## config.mk

```make
export PLATFORM = sky130hd
export DESIGN_NAME = data_bus_interconnect
export DESIGN_NICKNAME = d
export VERILOG_FILES = /design/src/rtl/bus_pkg.sv /design/src/rtl/bus_addr_decoder.sv /design/src/rtl/data_bus_interconnect.sv
export SDC_FILE = /design/constraint.sdc
export NUM_CORES = 1
export LEC_CHECK = 0
export ABC_AREA = 0
export BUFFER_PORTS_ARGS = -buffer_cell sky130_fd_sc_hd__buf_2
export CORE_ASPECT_RATIO = 0.8
export CORE_MARGIN = 3
export CORE_UTILIZATION = 42
export CTS_CLUSTER_DIAMETER = 80
export DETAILED_ROUTE_END_ITERATION = 10
export GPL_ROUTABILITY_DRIVEN = 1
export PLACE_DENSITY_LB_ADDON = 0.3
export SETUP_SLACK_MARGIN = 0.5
export SYNTH_ARGS = -nofsm -noshare
export SYNTH_HDL_FRONTEND = slang
export SYNTH_HIERARCHICAL = 1
export SYNTH_SLANG_ARGS = --single-unit
```

## constraint.sdc

```tcl
create_clock -name clk_i -period 1.9 [get_ports clk_i]
set_clock_uncertainty 0.05 [all_clocks]
set_input_delay 0.095 -clock clk_i [delete_from_list [all_inputs] [get_ports clk_i]]
set_output_delay 0.095 -clock clk_i [all_outputs]
set_load 0.02 [all_outputs]
```

## src/rtl/bus_pkg.sv

```systemverilog
// -----------------------------------------------------------------------------
// bus_pkg
//   Shared types and the data-side address map for data_bus_interconnect.
//   - bus_state_t : interconnect FSM states
//   - SLV_BASE / SLV_SIZE : byte-address windows. Slots 0..3 are RAM, TIMER,
//     TMP and GPIO. Slots 4..7 are spare windows, so N_SLV can grow to 8
//     without touching the decoder.
//   - ERR_RDATA : read data returned with every failed access
//   - idx_width() : width of a slave index for a given slave count
// -----------------------------------------------------------------------------
package bus_pkg;

  typedef enum logic [1:0] {
    IDLE   = 2'd0,
    ACCESS = 2'd1,
    RESP   = 2'd2
  } bus_state_t;

  localparam int N_SLV_MAX = 8;

  localparam logic [31:0] SLV_BASE [N_SLV_MAX] = '{
    32'h0000_1000,  // RAM
    32'h0000_2000,  // TIMER
    32'h0000_2100,  // TMP
    32'h0000_2200,  // GPIO
    32'h0000_2300,
    32'h0000_2400,
    32'h0000_2500,
    32'h0000_2600
  };

  localparam logic [31:0] SLV_SIZE [N_SLV_MAX] = '{
    32'h0000_1000,
    32'h0000_0100,
    32'h0000_0100,
    32'h0000_0100,
    32'h0000_0100,
    32'h0000_0100,
    32'h0000_0100,
    32'h0000_0100
  };

  localparam logic [31:0] ERR_RDATA = 32'hDEAD_BEEF;

  function automatic int idx_width(input int n);
    return (n > 1) ? $clog2(n) : 1;
  endfunction

endpackage

```

## src/rtl/bus_addr_decoder.sv

```systemverilog
// -----------------------------------------------------------------------------
// bus_addr_decoder
//   Combinational decode of a byte address against the first N_SLV windows
//   of the bus_pkg address map.
//   Ports:
//     addr    in   XLEN    byte address from the core
//     hit     out  1       address falls inside at least one window
//     sel     out  N_SLV   one-hot select of the winning window (0 on miss)
//     index   out  IDX_W   binary index of the winning window
//     offset  out  XLEN    word offset inside the window: (addr - base) >> 2
//   When windows overlap, the lowest index wins.
// -----------------------------------------------------------------------------
import bus_pkg::*;

module bus_addr_decoder #(
  parameter int XLEN  = 32,
  parameter int N_SLV = 4,
  parameter int IDX_W = idx_width(N_SLV)
) (
  input  logic [XLEN-1:0]  addr,
  output logic             hit,
  output logic [N_SLV-1:0] sel,
  output logic [IDX_W-1:0] index,
  output logic [XLEN-1:0]  offset
);

  logic [N_SLV-1:0] hit_vec;
  logic [XLEN-1:0]  base;

  // One extra bit on the window limit, so a window that ends at the top
  // of the address space cannot wrap around.
  for (genvar gi = 0; gi < N_SLV; gi++) begin : g_win
    localparam logic [XLEN:0] WIN_LO = (XLEN+1)'(SLV_BASE[gi]);
    localparam logic [XLEN:0] WIN_HI = WIN_LO + (XLEN+1)'(SLV_SIZE[gi]);
    assign hit_vec[gi] = ({1'b0, addr} >= WIN_LO) && ({1'b0, addr} < WIN_HI);
  end

  assign hit = |hit_vec;

  // Isolate the lowest set bit. This gives lowest-index-wins priority.
  assign sel = hit_vec & ~(hit_vec - N_SLV'(1));

  // Walk from high to low, so the last assignment is the lowest hit.
  always_comb begin
    index = '0;
    base  = '0;
    for (int i = N_SLV - 1; i >= 0; i--) begin
      if (hit_vec[i]) begin
        index = IDX_W'(i);
        base  = XLEN'(SLV_BASE[i]);
      end
    end
  end

  assign offset = (addr - base) >> 2;

endmodule

```

## src/rtl/data_bus_interconnect.sv

```systemverilog
// -----------------------------------------------------------------------------
// data_bus_interconnect
//   Data-side bus between the core and N_SLV memory-mapped slaves. It accepts
//   one request at a time and decodes it to a slave window. It holds a
//   registered select until that slave acknowledges or the watchdog fires,
//   then returns a one-cycle ready pulse with an error qualifier.
//   Ports:
//     clk_i        in   1           core clock
//     rst_ni       in   1           asynchronous active-low reset
//     cpu_req_i    in   1           request, held by the core until ready
//     cpu_we_i     in   1           1 = write, 0 = read
//     cpu_addr_i   in   XLEN        byte address
//     cpu_wdata_i  in   XLEN        write data
//     cpu_rdata_o  out  XLEN        read data, valid with ready, held after
//     cpu_ready_o  out  1           one-cycle completion pulse
//     cpu_err_o    out  1           access failed (qualifies ready)
//     slv_sel_o    out  N_SLV       one-hot slave select
//     slv_we_o     out  1           registered write enable
//     slv_addr_o   out  XLEN        word offset inside the selected window
//     slv_wdata_o  out  XLEN        registered write data
//     slv_rdata_i  in   N_SLV*XLEN  slave k read data at [k*XLEN +: XLEN]
//     slv_ack_i    in   N_SLV       slave k completes its access
//     err_count_o  out  ERR_CNT_W   saturating count of failed accesses
// -----------------------------------------------------------------------------
import bus_pkg::*;

module data_bus_interconnect #(
  parameter int XLEN        = 32,
  parameter int N_SLV       = 4,
  parameter int TIMEOUT_CYC = 16,
  parameter int ERR_CNT_W   = 8
) (
  input  logic                  clk_i,
  input  logic                  rst_ni,
  input  logic                  cpu_req_i,
  input  logic                  cpu_we_i,
  input  logic [XLEN-1:0]       cpu_addr_i,
  input  logic [XLEN-1:0]       cpu_wdata_i,
  output logic [XLEN-1:0]       cpu_rdata_o,
  output logic                  cpu_ready_o,
  output logic                  cpu_err_o,
  output logic [N_SLV-1:0]      slv_sel_o,
  output logic                  slv_we_o,
  output logic [XLEN-1:0]       slv_addr_o,
  output logic [XLEN-1:0]       slv_wdata_o,
  input  logic [N_SLV*XLEN-1:0] slv_rdata_i,
  input  logic [N_SLV-1:0]      slv_ack_i,
  output logic [ERR_CNT_W-1:0]  err_count_o
);

  localparam int IDX_W = idx_width(N_SLV);
  localparam int TMO_W = $clog2(TIMEOUT_CYC + 1);

  // Decoder view of the incoming request.
  logic             dec_hit;
  logic [N_SLV-1:0] dec_sel;
  logic [IDX_W-1:0] dec_idx;
  logic [XLEN-1:0]  dec_off;
  logic             misaligned;

  bus_addr_decoder #(
    .XLEN  (XLEN),
    .N_SLV (N_SLV),
    .IDX_W (IDX_W)
  ) u_dec (
    .addr   (cpu_addr_i),
    .hit    (dec_hit),
    .sel    (dec_sel),
    .index  (dec_idx),
    .offset (dec_off)
  );

  assign misaligned = |cpu_addr_i[1:0];

  // State and datapath registers.
  bus_state_t           state_reg,   state_next;
  logic [N_SLV-1:0]     sel_reg,     sel_next;
  logic                 we_reg,      we_next;
  logic [XLEN-1:0]      addr_reg,    addr_next;
  logic [XLEN-1:0]      wdata_reg,   wdata_next;
  logic [IDX_W-1:0]     idx_reg,     idx_next;
  logic [TMO_W-1:0]     tmo_reg,     tmo_next;
  logic [XLEN-1:0]      rdata_reg,   rdata_next;
  logic                 ready_reg,   ready_next;
  logic                 err_reg,     err_next;
  logic [ERR_CNT_W-1:0] err_cnt_reg, err_cnt_next;

  logic            log_err;
  logic [XLEN-1:0] sel_rdata;

  assign sel_rdata = slv_rdata_i[int'(idx_reg) * XLEN +: XLEN];

  always_comb begin
    state_next   = state_reg;
    sel_next     = sel_reg;
    we_next      = we_reg;
    addr_next    = addr_reg;
    wdata_next   = wdata_reg;
    idx_next     = idx_reg;
    tmo_next     = tmo_reg;
    rdata_next   = rdata_reg;
    ready_next   = 1'b0;
    err_next     = 1'b0;
    err_cnt_next = err_cnt_reg;
    log_err      = 1'b0;

    case (state_reg)
      IDLE: begin
        if (cpu_req_i) begin
          if (misaligned || !dec_hit) begin
            // Reject at once. No slave ever sees this access.
            state_next = RESP;
            ready_next = 1'b1;
            err_next   = 1'b1;
            rdata_next = XLEN'(ERR_RDATA);
            log_err    = 1'b1;
          end else begin
            state_next = ACCESS;
            sel_next   = dec_sel;
            we_next    = cpu_we_i;
            addr_next  = dec_off;
            wdata_next = cpu_wdata_i;
            idx_next   = dec_idx;
            tmo_next   = '0;
          end
        end
      end

      ACCESS: begin
        // An ack wins over a timeout that expires in the same cycle.
        if (slv_ack_i[idx_reg]) begin
          state_next = RESP;
          sel_next   = '0;
          ready_next = 1'b1;
          // Only reads update the returned data. A write ack leaves the
          // last read value in place.
          if (!we_reg) begin
            rdata_next = sel_rdata;
          end
        end else if (tmo_reg == TMO_W'(TIMEOUT_CYC - 1)) begin
          state_next = RESP;
          sel_next   = '0;
          ready_next = 1'b1;
          err_next   = 1'b1;
          rdata_next = XLEN'(ERR_RDATA);
          log_err    = 1'b1;
        end else begin
          tmo_next = tmo_reg + TMO_W'(1);
        end
      end

      RESP: begin
        // Any request seen here is ignored. It is sampled again in IDLE.
        state_next = IDLE;
      end

      default: begin
        state_next = IDLE;
        sel_next   = '0;
      end
    endcase

    if (log_err && (err_cnt_reg != '1)) begin
      err_cnt_next = err_cnt_reg + ERR_CNT_W'(1);
    end
  end

  always_ff @(posedge clk_i or negedge rst_ni) begin
    if (!rst_ni) begin
      state_reg   <= IDLE;
      sel_reg     <= '0;
      we_reg      <= 1'b0;
      addr_reg    <= '0;
      wdata_reg   <= '0;
      idx_reg     <= '0;
      tmo_reg     <= '0;
      rdata_reg   <= '0;
      ready_reg   <= 1'b0;
      err_reg     <= 1'b0;
      err_cnt_reg <= '0;
    end else begin
      state_reg   <= state_next;
      sel_reg     <= sel_next;
      we_reg      <= we_next;
      addr_reg    <= addr_next;
      wdata_reg   <= wdata_next;
      idx_reg     <= idx_next;
      tmo_reg     <= tmo_next;
      rdata_reg   <= rdata_next;
      ready_reg   <= ready_next;
      err_reg     <= err_next;
      err_cnt_reg <= err_cnt_next;
    end
  end

  assign cpu_rdata_o = rdata_reg;
  assign cpu_ready_o = ready_reg;
  assign cpu_err_o   = err_reg;
  assign slv_sel_o   = sel_reg;
  assign slv_we_o    = we_reg;
  assign slv_addr_o  = addr_reg;
  assign slv_wdata_o = wdata_reg;
  assign err_count_o = err_cnt_reg;

endmodule
```

==> results of run 1 <==
-- stage by stage --
step           std cells  setup slack [ps]
6_report            1260              -581
5_1_grt             1260              -709
4_1_cts             1238              -487
3_5_place_dp        1144              -997
3_3_place_gp        1144              -946
2_1_floorplan        612              -860
-- placed cells by master, fill, tap and decap left out, types with 5 or more instances in the layout --
master	n
a21oi_1	5
a22o_1	8
buf_12	11
buf_2	308
buf_4	81
buf_6	15
bufinv_16	5
clkbuf_16	25
dfrtp_1	119
dlygate4sd3_1	41
inv_1	10
mux4_2	33
nand2_1	207
nand2_2	13
nand2b_1	10
nand3_1	12
nand3_2	6
nor2_1	15
o22a_1	24
xnor2_1	17
xor2_1	7
-- where the power goes --
part           switching (uW)  internal, uW
Sequential                117          2640
Clock                    1150          2330
Combinational             540           587
-- worst paths after layout --
| path | startpoint | endpoint | slack [ps] | cells after the start |
|---|---|---|---|---|
| max | cpu_addr_i[19] | slv_addr_o[29] | -580 | 14 |
| min | cpu_addr_i[28] | slv_addr_o[26] | 20 | 5 |
| max reg2reg | tmo_reg[0] | cpu_rdata_o[14] | -420 | 8 |
| min reg2reg | slv_addr_o[25] | slv_addr_o[25] | 410 | 2 |
| max in group asynchronous | rst_ni | cpu_rdata_o[30] | 930 | 3 |
| min in group asynchronous | rst_ni | slv_addr_o[1] | 180 | 2 |
-- tightest hold or removal path, delay by kind of cell --
family / cells / cell delay, ps
xor+xnor: 1 / 60
simple gates: 2 / 90
buf+inv: 2 / 190
-- what timing repair did --
action	in CTS	in global routing
gates resized for setup	40	28
setup endpoints to repair	120	120
pin swaps	23	35
endpoints found under the hold margin	77	0
gates cloned	6	12
hold buffers	41	0
buffers inserted	15	9
-- cell type report --
class / count / area (um^2) / share of cell area [%]
inverter: 10 / 37.5 / 0.357
clock buffer: 20 / 437 / 4.16
clock inverter: 12 / 200 / 1.91
multi-input combinational: 445 / 3340 / 31.8
antenna: 1 / 2.50 / 0.0238
timing repair buffer: 468 / 3250 / 30.9
sequential: 120 / 3000 / 28.6
tap: 184 / 230 / 2.19
-- kinds of logic (layout without fill, tap and decap cells) --
| kind of cell | after synthesis | count (layout) | synth area share, % |
|---|---|---|---|
| xor+xnor | 24 | 24 | 3.38 |
| simple gates | 309 | 309 | 22.1 |
| mux | 37 | 37 | 12.6 |
| fa+ha+maj | 8 | 8 | 1.73 |
| compound gates | 62 | 65 | 8.08 |
| flops | 120 | 120 | 48.2 |
| other cells | 1 | 3 | 0.0602 |
| buf+inv | 50 | 510 | 3.82 |
-- routing by layer --
metal  wire [um]  global-route usage, %  vias up
li1            -                      -     3025
met1        9050                   31.3     3220
met2       12000                   46.5      276
met3        1590                   5.45       43
met4         716                   10.0        0
met5           0                      0        -
==> metrics.md, run 1 <==
| Metric | Value |
|---|---|
| Syn_area_per_cell | 10.2 um^2 |
| WL final | 23400 um |
| Setup tns final | -56840 ps |
| Detailed Place HPWL | 15100 um |
| Worst Setup End Kind | register |
| Pin count of the biggest net entering global routing | 45 |
| Hold Crit Class | input pin to register |
| Initial antenna violation count | 1 |
| Failing checks | setup timing |
| Total Routing Usage GR | 26.2% |
| Seq cells post-synth | 120 |
| Top-area cell type share of the netlist area | 48.2% |
| Die Width | 142 um |
| Vias in the first global route | 6390 |
| Register area share after synthesis | 48.2% |
| EDFF count, synth | 0 |
| Fraction of layout cells with a size suffix above 1 | 51.3% |
| Slowest CP cell | or4_4 |
| Worst-path cell chain | buf_2 > or4_4 > nor4_4 > buf_4 > nand2_2 > or3_1 > ha_2 > or3_4 > nor3_4 > buf_4 > nand3_1 > xnor2_1 > nand2_1 > nand2_1 |
| Slew Limit Fails | 0 |
| Synth-to-Final Area Change | 68.6% |
| Fin crit share | 131% |
| Final GP Congestion | 0.871 |
| CTS tree | done |
| RSZ-0062 raised after global routing | yes |
| Via density | 5.21 |
| Worst EP required | 2140 ps |
| Clk sink count | 120 |
| Die height | 115 um |
| Initial Util | 43.3% |
| Cell family with most CP delay | simple AND/OR/NAND/NOR gates |
| Area contributors post-synth | dfrtp_1, nand2_1, mux4_2 |
| Ys Warns | 6 |
| Syn Inst Count | 611 |
| Maximum vdd drop | 0.646 mV |
| Via count | 6564 |
| Clock latency on the worst-skew pair | 400 ps |
| CP Class | input pin to register |
| Port buffer count | 310 |
| Slew @ Worst Pin | 625 ps |
| CP arrival | 2720 ps |
| Slew headroom | 58.4% |
| CTS max path bufs | 2 |
| Outcome | finished, violations left |
| Asr flop ratio synth | 100% |
| Worst-path clk slew | 60 ps |
| # DRC | 0 |
| Cell area after synthesis | 0.00623 mm^2 |
| Filler cells | 986 |
| Setup Viol. Count Final | 120 |
| Clock Tree Root | clkbuf_16 |
| CP Buf/Inv Count | 3 |
| Yosys cell types | 56 |
| Row count | 39 |
| Total power | 7370 uW |
| Max-cap violations | 0 |
| Final nets | 1270 |
| Final hold slack | 23.2 ps |
| CP max FO | 5 |
| Die Area | 0.0163 mm^2 |
| CP peak stage delay | 560 ps |
| Leakage | 0.00535 uW |
| # IOs | 311 |
| Ys flop type | dfrtp_1 |
| Setup crit start kind | input pin |
| Maximum clock frequency | 403 MHz |
| Post-DR wirelength/cell | 18.6 um |
| Number of buffers created by CTS | 17 |
| First-pass detailed-route iteration total | 5 |
| Synth cell count leaders | nand2_1, dfrtp_1, mux4_2, clkbuf_1, o22a_1 |
| Total grt overflow | 0 |
| Final WS setup | -581 ps |
| Finished Cell Area | 0.0105 mm^2 |
| 1st-iter DRT viols | 335 |
| Core region area | 0.0144 mm^2 |
| Top cell type by total area after synthesis | dfrtp_1 |
| First-pass GRT wire length | 33400 um |
| Hold Violations, Final | 0 |
| Placed cell areas | 0.00859 mm^2 |
| Most frequent cell after synthesis | nand2_1 |
| End-of-flow core utilization | 72.9% |
| Htree depth | 4 |
| ANT nets after route | 0 |
| Minimum clock period | 2480 ps |
| Power density over cell area | 702 mW/mm^2 |
(Power assumes the default switching activity.)
==> inputs of run 2 (changes only) <==
CORE_UTILIZATION = 41   (was 42)
SYNTH_HIERARCHICAL = default   (was 1)
==> metrics.md, run 2 <==
| Metric | Value |
|---|---|
| Simple-Gate Fraction of Synth Area | 16.8% (was 22.1%) |
| Yosys cell types | 66 (was 56) |
| Row count | 38 (was 39) |
| CTS tree | done (unchanged) |
| Synth cell count leaders | nand2_1, dfrtp_1, mux4_2, o22a_1, o21ai_0 (was nand2_1, dfrtp_1, mux4_2, clkbuf_1, o22a_1) |
| EDFF count, synth | 0 (unchanged) |
| Commonest cells after routing, fill and taps aside | buf_2, dfrtp_1, buf_4 (was buf_2, nand2_1, dfrtp_1) |
| Worst-path cell chain | buf_2 > nor4_2 > nand4_1 > buf_6 > nor4_4 > ha_2 > inv_2 > fa_2 > o31a_1 > o21ai_1 > and3b_2 > buf_6 > a21o_1 (was buf_2 > or4_4 > nor4_4 > buf_4 > nand2_2 > or3_1 > ha_2 > or3_4 > nor3_4 > buf_4 > nand3_1 > xnor2_1 > nand2_1 > nand2_1) |
| Power density over cell area | 675 mW/mm^2 (was 702 mW/mm^2) |
| 1st-iter DRT viols | 329 (was 335) |
| # DRC | 0 (unchanged) |
| Worst-path clk slew | 60 ps (about the same) |
| Leakage | 0.00537 uW (was 0.00535 uW) |
| Top-area cell type share of the netlist area | 49.3% (was 48.2%) |
| Final nets | 1224 (was 1270) |
| Slowest CP cell | fa_2 (was or4_4) |
| Slew @ Worst Pin | 642 ps (was 625 ps) |
| Core region area | 0.0139 mm^2 (was 0.0144 mm^2) |
| Clk sink count | 118 (was 120) |
| Slew headroom | 56.9% (was 58.4%) |
| First-pass detailed-route iteration total | 4 (was 5) |
| CTS max path bufs | 2 (unchanged) |
| XOR/XNOR share of the synthesized area | 0.292% (was 3.38%) |
| Via density | 5.43 (was 5.21) |
| CP peak stage delay | 340 ps (was 560 ps) |
| Minimum clock period | 2310 ps (was 2480 ps) |
| Worst EP required | 2190 ps (was 2140 ps) |
| Total Routing Usage GR | 27.9% (was 26.2%) |
| Outcome | finished, violations left (unchanged) |
| Initial antenna violation count | 5 (was 1) |
| Clock latency on the worst-skew pair | 410 ps (was 400 ps) |
| CP arrival | 2600 ps (was 2720 ps) |
| Max-cap violations | 0 (unchanged) |
| CP Class | input pin to register (unchanged) |
| ANT nets after route | 0 (unchanged) |
| Port buffer count | 308 (was 310) |
| Slew Limit Fails | 0 (unchanged) |
| Die Area | 0.0161 mm^2 (was 0.0163 mm^2) |
| Total power | 7360 uW (was 7370 uW) |
| # IOs | 311 (unchanged) |
| Top cell type by total area after synthesis | dfrtp_1 (unchanged) |
| Fraction of layout cells with a size suffix above 1 | 63.6% (was 51.3%) |
| Pin count of the biggest net entering global routing | 53 (was 45) |
| WL final | 25300 um (was 23400 um) |
| Setup Viol. Count Final | 114 (was 120) |
| Adder-cell share of the synthesized area | 1.80% (was 1.73%) |
| R2R Setup Slk | -360 ps (was -420 ps) |
| Most common cell after layout, fill and taps aside | buf_2 (unchanged) |
| Htree depth | 4 (unchanged) |
| Final GP Congestion | 0.884 (was 0.871) |
| Maximum vdd drop | 0.788 mV (was 0.646 mV) |
| Area contributors post-synth | dfrtp_1, mux4_2, nand2_1 (was dfrtp_1, nand2_1, mux4_2) |
| Detailed Place HPWL | 15100 um (about the same) |
| Clock Tree Root | clkbuf_16 (unchanged) |
| Final WS setup | -408 ps (was -581 ps) |
| Fin crit share | 121% (was 131%) |
| Maximum clock frequency | 433 MHz (was 403 MHz) |
| Hold Violations, Final | 0 (unchanged) |
| Critical path's most frequent cell | buf_6 |
| Die Width | 141 um (was 142 um) |
| Worst Setup End Kind | register (unchanged) |
| Multiplexer area fraction after synthesis | 13.3% (was 12.6%) |
| Most frequent cell after synthesis | nand2_1 (unchanged) |
| Synth Area in Compound Gates | 14.2% (was 8.08%) |
| Largest family of logic cells by synthesized area | simple AND/OR/NAND/NOR gates (unchanged) |
| Syn_area_per_cell | 11.0 um^2 (was 10.2 um^2) |
| Cell area after synthesis | 0.00599 mm^2 (was 0.00623 mm^2) |
| Syn Inst Count | 546 (was 611) |
| Number of buffers created by CTS | 17 (unchanged) |
| First-pass GRT wire length | 34600 um (was 33400 um) |
| Die height | 114 um (was 115 um) |
| Asr flop ratio synth | 100% (unchanged) |
| CP max FO | 5 (unchanged) |
| Failing checks | setup timing (unchanged) |
| RSZ-0062 raised after global routing | yes (unchanged) |
| Ys flop type | dfrtp_1 (unchanged) |
| Synth-to-Final Area Change | 81.8% (was 68.6%) |
| Hold Crit Class | input pin to asynchronous set/reset pin (was input pin to register) |
| Via count | 6587 (was 6564) |
| Total grt overflow | 0 (unchanged) |
| Ys Warns | 0 (was 6) |
| Vias in the first global route | 6494 (was 6390) |
| Seq cells post-synth | 118 (was 120) |
| Setup crit start kind | input pin (unchanged) |
| Register area share after synthesis | 49.3% (was 48.2%) |
| Initial Util | 43.0% (was 43.3%) |
| Post-DR wirelength/cell | 20.9 um (was 18.6 um) |
| End-of-flow core utilization | 78.2% (was 72.9%) |
-- run 2: cell count changes in the layout (fill, tap and decap cells not counted), moves of 8 or more --
cell	delta
nand2_1	-129
nand2_2	+33
nand2_4	+27
buf_6	+21
xnor2_1	-16
a21o_1	+9
nor2_1	-9
o21a_1	+9
nand2b_1	-8
-- run 2: layout make-up --
| cell class | count | area (um^2) |
|---|---|---|
| Antenna cell | 5 | 12.5 |
| Clock buffer | 18 | 429 |
| Clock inverter | 14 | 144 |
| Fill cell | 902 | 3030 |
| Inverter | 10 | 37.5 |
| Multi-Input combinational cell | 382 | 3530 |
| Sequential cell | 118 | 2950 |
| Tap cell | 180 | 225 |
| Timing Repair Buffer | 487 | 3570 |
-- run 2: routing by layer --
layer	up-vias	share of wire [%]	track usage (%)
li1	2952	-	-
met1	3238	38	34.9
met2	344	51	47.2
met3	53	7.9	6.81
met4	0	3.2	10.5
met5	-	0	0
-- run 2: final timing paths --
path                              endpoint  depth (start not counted)      startpoint
max                         slv_addr_o[24]                         13  cpu_addr_i[16]
min                         err_count_o[4]                          2          rst_ni
max reg2reg                cpu_rdata_o[10]                          8      idx_reg[0]
min reg2reg                  slv_addr_o[9]                          2   slv_addr_o[9]
max in group asynchronous    slv_addr_o[8]                          3          rst_ni
min in group clk_i            slv_sel_o[0]                          4  cpu_addr_i[13]
-- run 2: timing repair --
action,4_1_cts,5_1_grt
setup endpoints to repair,118,118
cloned,13,5
hold buffers,40,0
resized for setup,99,114
hold endpoints to repair,157,0
pin swaps,49,56
buffers inserted,25,13
-- run 2: logic make-up after synthesis --
| kind of cell | Yosys count |
|---|---|
| AO/OA/AOI/OAI | 103 |
| XOR/XNOR | 2 |
| adder cells (fa/ha/maj) | 8 |
| buffers and inverters | 50 |
| flip-flops | 118 |
| multiplexers | 38 |
| other | 1 |
| AND/OR/NAND/NOR | 226 |
-- run 2: stage by stage --
stage / hold WS (ps) / instances / worst slack, ps / setup TNS [ps] / instance area (um^2)
floorplan: -251 / 547 / -817 / -20110 / 6230
global placement: -97.8 / 1081 / -905 / -57780 / 8400
detailed placement: -97.4 / 1081 / -1020 / -60490 / 8400
CTS: 16.2 / 1191 / -269 / -16480 / 10200
global route: 37.7 / 1214 / -506 / -31570 / 10900
finish: 22.9 / 1214 / -408 / -25980 / 10900
-- run 2: critical path: cells and delay by family --
family                   cells  cell delay [ps]
buffers and inverters        4              450
AND/OR/NAND/NOR              4              930
AO/OA/AOI/OAI                3              510
adder cells (fa/ha/maj)      2              610
-- run 2: power by group --
part | internal (uW) | switching (uW) | total, uW | leakage (uW)
combinational | 756 | 740 | 1500 | 0.00362
sequential | 2600 | 92.1 | 2690 | 0.00148
clock | 1840 | 1330 | 3170 | 0.000268
total | 5190 | 2160 | 7360 | 0.00537
